[src/rtl/wb_rr_arbiter.sv]
// Registered round-robin arbiter: NM Wishbone masters share one slave bus.
// A watchdog ends a strobe the slave leaves stalled by erroring the owner.
module wb_rr_arbiter #(
    parameter  int AW      = 30,
    parameter  int DW      = 32,
    parameter  int NM      = 2,
    parameter  int TIMEOUT = 255,
    localparam int SW      = DW / 8,
    localparam int IW      = (NM > 1) ? $clog2(NM) : 1
) (
    input  logic             wb_clk_i,
    input  logic             wb_reset_i,
    input  logic [NM-1:0]    m_cyc_i,
    input  logic [NM-1:0]    m_stb_i,
    input  logic [NM-1:0]    m_we_i,
    input  logic [NM*AW-1:0] m_adr_i,
    input  logic [NM*DW-1:0] m_dat_i,
    input  logic [NM*SW-1:0] m_sel_i,
    output logic [NM-1:0]    m_ack_o,
    output logic [NM-1:0]    m_err_o,
    output logic [DW-1:0]    m_dat_o,
    output logic             s_cyc_o,
    output logic             s_stb_o,
    output logic             s_we_o,
    output logic [AW-1:0]    s_adr_o,
    output logic [DW-1:0]    s_dat_o,
    output logic [SW-1:0]    s_sel_o,
    input  logic             s_ack_i,
    input  logic             s_err_i,
    input  logic [DW-1:0]    s_dat_i,
    output logic [NM-1:0]    grant_o
);
    localparam int CW = (TIMEOUT > 0) ? $clog2(TIMEOUT + 1) : 1;
    localparam logic [CW-1:0] CNT_LAST = (TIMEOUT > 0) ? CW'(TIMEOUT - 1) : '0;

    localparam logic [1:0] S_IDLE  = 2'd0;
    localparam logic [1:0] S_GRANT = 2'd1;
    localparam logic [1:0] S_ABORT = 2'd2;

    logic [1:0]    state_q, state_d;
    logic [IW-1:0] own_q, own_d;
    logic [IW-1:0] last_q, last_d;
    logic [CW-1:0] cnt_q, cnt_d;
    logic [NM-1:0] grant_q, grant_d;

    logic [IW-1:0] win;
    logic          any_req;
    logic          own_cyc;
    logic          stall;
    int            j;

    // Scan starting just after the previous winner so every master gets a turn.
    always_comb begin
        win     = '0;
        any_req = 1'b0;
        j       = 0;
        for (int i = 1; i <= NM; i++) begin
            j = (int'(last_q) + i) % NM;
            if (!any_req && m_cyc_i[IW'(j)]) begin
                any_req = 1'b1;
                win     = IW'(j);
            end
        end
    end

    assign own_cyc = m_cyc_i[own_q];
    assign stall   = s_stb_o & ~s_ack_i & ~s_err_i;
    assign m_dat_o = s_dat_i;
    assign grant_o = grant_q;

    always_comb begin
        s_cyc_o = 1'b0;
        s_stb_o = 1'b0;
        s_we_o  = 1'b0;
        s_adr_o = '0;
        s_dat_o = '0;
        s_sel_o = '0;
        m_ack_o = '0;
        m_err_o = '0;
        case (state_q)
            S_GRANT: begin
                s_cyc_o = own_cyc;
                s_stb_o = own_cyc & m_stb_i[own_q];
                s_we_o  = m_we_i[own_q];
                s_adr_o = m_adr_i[int'(own_q) * AW +: AW];
                s_dat_o = m_dat_i[int'(own_q) * DW +: DW];
                s_sel_o = m_sel_i[int'(own_q) * SW +: SW];
                m_ack_o[own_q] = s_ack_i & own_cyc;
                m_err_o[own_q] = s_err_i & own_cyc;
            end
            S_ABORT: m_err_o[own_q] = 1'b1;
            default: ;
        endcase
    end

    always_comb begin
        state_d = state_q;
        own_d   = own_q;
        last_d  = last_q;
        grant_d = grant_q;
        cnt_d   = '0;
        case (state_q)
            S_IDLE: begin
                if (any_req) begin
                    state_d      = S_GRANT;
                    own_d        = win;
                    last_d       = win;
                    grant_d      = '0;
                    grant_d[win] = 1'b1;
                end
            end
            S_GRANT: begin
                if (!own_cyc) begin
                    state_d = S_IDLE;
                    grant_d = '0;
                end else if (TIMEOUT > 0 && stall) begin
                    // An ack or err in the expiry cycle clears stall, so it wins.
                    if (cnt_q == CNT_LAST) state_d = S_ABORT;
                    else                   cnt_d   = cnt_q + 1'b1;
                end
            end
            default: begin
                state_d = S_IDLE;
                grant_d = '0;
            end
        endcase
    end

    always_ff @(posedge wb_clk_i) begin
        if (!wb_reset_i) begin
            state_q <= S_IDLE;
            own_q   <= '0;
            last_q  <= IW'(NM - 1);
            cnt_q   <= '0;
            grant_q <= '0;
        end else begin
            state_q <= state_d;
            own_q   <= own_d;
            last_q  <= last_d;
            cnt_q   <= cnt_d;
            grant_q <= grant_d;
        end
    end
endmodule

[config.mk]
export PLATFORM = sky130hd
export DESIGN_NAME = wb_rr_arbiter
export DESIGN_NICKNAME = d
export VERILOG_FILES = /design/src/rtl/wb_rr_arbiter.sv
export SDC_FILE = /design/constraint.sdc
export NUM_CORES = 1
export LEC_CHECK = 0
export ABC_AREA = 1
export BUFFER_PORTS_ARGS = -buffer_cell sky130_fd_sc_hd__buf_2
export CORE_AREA = 3 3 107 109
export CTS_CLUSTER_DIAMETER = 80
export DETAILED_ROUTE_END_ITERATION = 12
export DIE_AREA = 0 0 110 112
export PLACE_DENSITY_LB_ADDON = 0.2
export SLEW_MARGIN = 0
export SYNTH_ARGS = -nofsm -noshare
export SYNTH_HDL_FRONTEND = slang
export SYNTH_SLANG_ARGS = --single-unit
[constraint.sdc]
create_clock -name wb_clk_i -period 2.8 [get_ports wb_clk_i]
set_input_delay 0.56 -clock wb_clk_i [delete_from_list [all_inputs] [get_ports wb_clk_i]]
set_output_delay 0.56 -clock wb_clk_i [all_outputs]
set_load 0.02 [all_outputs]
==> results.cfg, run 1 <==
[run_status]
run_status = complete, no violations

[floorplan]
dieHeight_um = 112
die_x_um = 110
num_io_pins = 281
core_mm2 = 0.01070
initial_core_util_pct = 17.86
fp.dieArea_mm2 = 0.01232
placementRows = 38

[setup_path]
slowest_stage = dfxtp_1
criticalPathCategory = register to primary output
arrival_ns = 1.83
crit_chain = inv_1 > ha_1 > inv_2 > buf_12 > a21oi_1 > buf_2
crit_fanout = 50
worstSetupStartpointType = register
critPathMaxStageDelay_ns = 0.32
endpoint_kind = primary output
rrSetupSlack_ns = 1.32
cp.required_ns = 2.24

[clock_tree]
cts_setup_buffers = 0
cts_buffer_depth = 2
cts.sinks = 14
cts_buffers = 3
htree_levels = 1
clock_latency_ns = 0.24
clk_pin_slew_ns = 0.06
ctsResizeCount = 0
holdBufCountCts = 0
cts_tree = done
ctsRootBufferMaster = clkbuf_8

[global_route]
antenna_found_initial = 3
grt_first_pass_wirelength_mm = 14.00
grt_pass1_vias = 2582
grt_busiest_layer = met2
use_met1_pct = 17.87
track_usage_pct = 14.53
grt_max_degree = 74
grt_use_met2_pct = 24.15
grt_overflow = 0
gr-usage-met3_pct = 6.261

[power]
power_mw = 0.9883
vdd_drop_max_mv = 0.2046
powerDensity_mw_per_mm2 = 334.8
leakage_nw = 1.692

[logic_synthesis]
synth.area.top_cells = nand2_1 29%, a21oi_1 19%, dfxtp_1 15%
ys.flop_type = dfxtp_1
yosysWarnings = 0
synthesis.nets = 534
ys_seq_area_share_pct = 14.67
ys_seq_elements = 14
synth_area_mm2 = 0.001911
synth.distinct_cells = 24
synth.avg_cell_area_um2 = 5.382
synth_enable_flop_cells = 0
yosysTopAreaCellShare_pct = 29.08
async_reset_ff_share_pct = 0
yosys.area.top_type = nand2_1
syn_inst = 355

[detailed_routing]
ant_nets = 0
via_count = 2859
initialDrtViolationCount = 192
drc_errors = 0
dr.pass1.iters = 4
wire_per_inst_um = 15.15
viasPerCell = 4.293
drt_wl_total_mm = 10.09

[finish]
design_area_mm2 = 0.002952
final_nets = 706
multi_input_area_mm2 = 0.001240
syn_to_final_growth_pct = 54.49
fill_cells = 1252
diodes = 0
instances_no_fill = 666
drive_gt1_share_pct = 44.87
final_util_pct = 27.59
seqCellArea_um2 = 281.5

[timing]
setup_violations = 0
max_freq_mhz = 418.5
setup-tns-final_ns = 0
hold_slack_ns = 0.4675
fin_worst_skew_ns = 0.005341
slew_violations = 0
hold_viol = 0
fin_ws_ns = 0.4103
max_slew_margin_pct = 70.30
worst_pin_slew_ns = 0.4448
fin_crit_sh_pct = 85.34
min_period_ns = 2.390
rsz0062_at_grt = false

[place]
post-place-ws_ns = 0.6104
place.gp.congestion = 0.7685
placed_cells = 662
hpwl_mm = 8.392
postPlaceCellArea_mm2 = 0.002897
portBuffers = 216

[hold_path]
hold_path_class = register to register

[flow_run]
cap_viol_max_count = 0
synth_stat cells, types with 2 or more instances:
cell type / count
nand2_1: 148
a21oi_1: 72
buf_4: 32
nor2_1: 22
clkbuf_1: 18
dfxtp_1: 14
inv_1: 10
nand3_1: 7
ha_1: 5
inv_2: 4
xor2_1: 4
buf_2: 3
nand2_2: 2
nand4_1: 2
nor3_1: 2
xnor2_1: 2
final timing paths:
kind,endpoint,cells past startpoint,start
setup / recovery,s_adr_o[7],6,state_q[1]
hold / removal,cnt_q[0],1,cnt_q[0]
setup reg to reg,cnt_q[0],7,own_q
hold reg to reg,cnt_q[0],1,cnt_q[0]
state kept, by name, indices dropped and copies added (netlist names):
name and flops:
cnt_q 8, grant_o 2, state_q 2, last_q 1, own_q 1
kinds of logic after synthesis:
kind of cell,Yosys count,synth area share (%)
xor gates and xnor gates,6,2.750
adders and majority gates,5,3.274
buffers and inverters,69,20.43
and+or+nand+nor,187,39.49
AOI/OAI and AO/OA,74,19.38
DFF,14,14.67
layout make-up:
cell class	instances	share of cell area (%)
clock buffer	4	1.865
inverter	15	1.908
multi-input combinational	272	42.01
sequential	14	9.538
tap	140	5.935
timing repair buffer	221	38.75
power by group:
part / switching (mW) / internal (mW)
clock: 0.0723 / 0.124
combinational: 0.371 / 0.210
sequential: 0.00480 / 0.207
total: 0.448 / 0.541
routing by layer:
| layer | vias to the layer above | wire length (um) |
|---|---|---|
| li1 | 1435 | - |
| met1 | 1249 | 3987 |
| met2 | 157 | 4649 |
| met3 | 12 | 1343 |
| met4 | 6 | 68 |
| met5 | - | 41 |
critical path: cells and delay by family, from the launching register on:
| family | cells | cell delay (ns) |
|---|---|---|
| flops | 1 | 0.32 |
| compound gates | 1 | 0.29 |
| fa+ha+maj | 1 | 0.22 |
| buf+inv | 4 | 0.73 |
placed cells by master, fill, tap and decap left out:
cell | Yosys | routed
nand3_2 | 1 | 1
nor2_1 | 22 | 22
buf_12 | 0 | 2
a21oi_1 | 72 | 72
clkinv_1 | 1 | 1
o21ai_0 | 1 | 1
ha_1 | 5 | 5
inv_2 | 4 | 4
buf_2 | 3 | 216
buf_4 | 32 | 3
nor3b_2 | 1 | 1
nand4_1 | 2 | 2
dfxtp_2 | 0 | 1
nand2_2 | 2 | 2
inv_1 | 10 | 10
xnor2_1 | 2 | 2
dfxtp_1 | 14 | 13
nor2_2 | 1 | 1
nand3_1 | 7 | 7
nand2_1 | 148 | 148
o21ai_1 | 1 | 1
nand3_4 | 1 | 1
nor3_1 | 2 | 2
clkbuf_8 | 0 | 4
xor2_1 | 4 | 4
(Power assumes the default switching activity.)
==> run 2: changes to the inputs <==
--- a/config.mk
+++ b/config.mk
@@ -7,11 +7,10 @@
 export LEC_CHECK = 0
 export ABC_AREA = 1
 export BUFFER_PORTS_ARGS = -buffer_cell sky130_fd_sc_hd__buf_2
-export CORE_AREA = 3 3 107 109
+export CORE_AREA = 2 2 109 111
 export CTS_CLUSTER_DIAMETER = 80
 export DETAILED_ROUTE_END_ITERATION = 12
-export DIE_AREA = 0 0 110 112
-export PLACE_DENSITY_LB_ADDON = 0.2
+export DIE_AREA = 0 0 111 113
 export SLEW_MARGIN = 0
 export SYNTH_ARGS = -nofsm -noshare
 export SYNTH_HDL_FRONTEND = slang
==> results.cfg, run 2 (synthesized netlist as in run 1, its figures left out) <==
[place]
portBuffers = 216
post-place-ws_ns = 0.7077
place.gp.congestion = 0.7815
hpwl_mm = 6.906

[finish]
layout_commonest_cell = buf_2
final_cell_mix = 216 x buf_2, 148 x nand2_1, 72 x a21oi_1, 22 x nor2_1, 13 x dfxtp_1
syn_to_final_growth_pct = 57.50
largest_register_ffs = 8
drive_gt1_share_pct = 44.97
diodes = 0
final_nets = 707
top_register = cnt_q

[timing]
fin_worst_skew_ns = 0.0007767
hold_viol = 0
slew_violations = 0
max_freq_mhz = 426.0
max_slew_margin_pct = 73.78
fin_ws_ns = 0.4524
rsz0062_at_grt = false
setup-tns-final_ns = 0
worst_pin_slew_ns = 0.3927
setup_violations = 0
min_period_ns = 2.348
fin_crit_sh_pct = 83.84

[floorplan]
core_mm2 = 0.01127
placementRows = 39
num_io_pins = 281
dieHeight_um = 113
initial_core_util_pct = 16.95
fp.dieArea_mm2 = 0.01254
die_x_um = 111

[setup_path]
endpoint_kind = primary output
cp.required_ns = 2.24
r2r-start = own_q
worstSetupStartpointType = register
criticalPathCategory = register to primary output
crit_fanout = 73
arrival_ns = 1.79
reg2reg_to = cnt_q[1]
reg2regPathDepth = 6
rrSetupSlack_ns = 1.28

[power]
vdd_drop_max_mv = 0.2838
power_mw = 1.085
leakage_nw = 1.718
powerDensity_mw_per_mm2 = 360.6

[global_route]
grt_max_degree = 74
grt_first_pass_wirelength_mm = 12.87
use_met1_pct = 15.27
track_usage_pct = 12.40
grt_overflow = 0
gr-usage-met3_pct = 4.606
grt_use_met2_pct = 20.78
grt_busiest_layer = met2
antenna_found_initial = 0
grt_pass1_vias = 2487

[detailed_routing]
drc_errors = 0
initialDrtViolationCount = 194
dr.pass1.iters = 5
ant_nets = 0
viasPerCell = 4.163
drt_wl_total_mm = 8.528
via_count = 2789
wire_per_inst_um = 12.73

[hold_path]
hp-start = cnt_q[0]
min_to = cnt_q[0]
hold_depth = 1
hold_path_class = register to register

[clock_tree]
cts_tree = done
ctsResizeCount = 0
holdBufCountCts = 0
cts_setup_buffers = 0
clock_latency_ns = 0.24
htree_levels = 1
cts_buffer_depth = 2
cts_buffers = 3
clk_pin_slew_ns = 0.05
cts.sinks = 14
ctsRootBufferMaster = clkbuf_16

[run_status]
run_status = complete, no violations

[flow_run]
cap_viol_max_count = 0
run 2: cell count changes in the layout (fill, tap and decap cells not counted):
cell and delta:
clkbuf_8 -3, clkbuf_16 +3, buf_12 +1
run 2: through the flow:
stage | std cells | utilization, % | area (um2) | hold slack, ns
6_report | 670 | 26.70 | 3009 | 0.4645
5_1_grt | 670 | 26.70 | 3009 | 0.4907
4_1_cts | 670 | 26.70 | 3009 | 0.4668
3_5_place_dp | 666 | 25.91 | 2920 | 0.4529
3_3_place_gp | 666 | 25.91 | 2920 | 0.4410
2_1_floorplan | 355 | - | 1911 | 0.4297
run 2: worst max-delay path, stage by stage (launching register included):
cell	delay [ns]
dfxtp_2	0.35
buf_12	0.24
nand2_2	0.14
nand3_4	0.15
nor2_1	0.05
o21ai_0	0.29
nor2_1	0.06
buf_2	0.17
run 2: worst max-delay path by stage:
stage,start,endpoint,slack [ns],cells after the start
floorplan,state_q[1],s_adr_o[19],0.87,6
finish,own_q,m_err_o[0],0.45,7
global route,own_q,m_err_o[1],0.34,7
CTS,own_q,m_err_o[0],0.46,7
global placement,m_cyc_i[0],m_err_o[0],0.75,8
detailed placement,m_cyc_i[0],m_err_o[0],0.71,8
run 2: layout make-up:
cell class | count | area, um2
Sequential cell | 14 | 281.5
Multi-Input combinational cell | 272 | 1240
Clock buffer | 4 | 88.84
Fill cell | 1299 | 8263
Inverter | 15 | 56.30
Timing Repair Buffer | 222 | 1164
Tap cell | 143 | 178.9
run 2: report_power, final:
part	switching, mW	internal [mW]
clock	0.0814	0.216
combinational	0.360	0.215
sequential	0.00447	0.207
total	0.446	0.639
run 2: per-layer routing:
metal / share of wire (%) / wire, um
met4: 1.4 / 120
met3: 12 / 1026
met5: 0 / 0
met1: 40 / 3399
met2: 47 / 3982
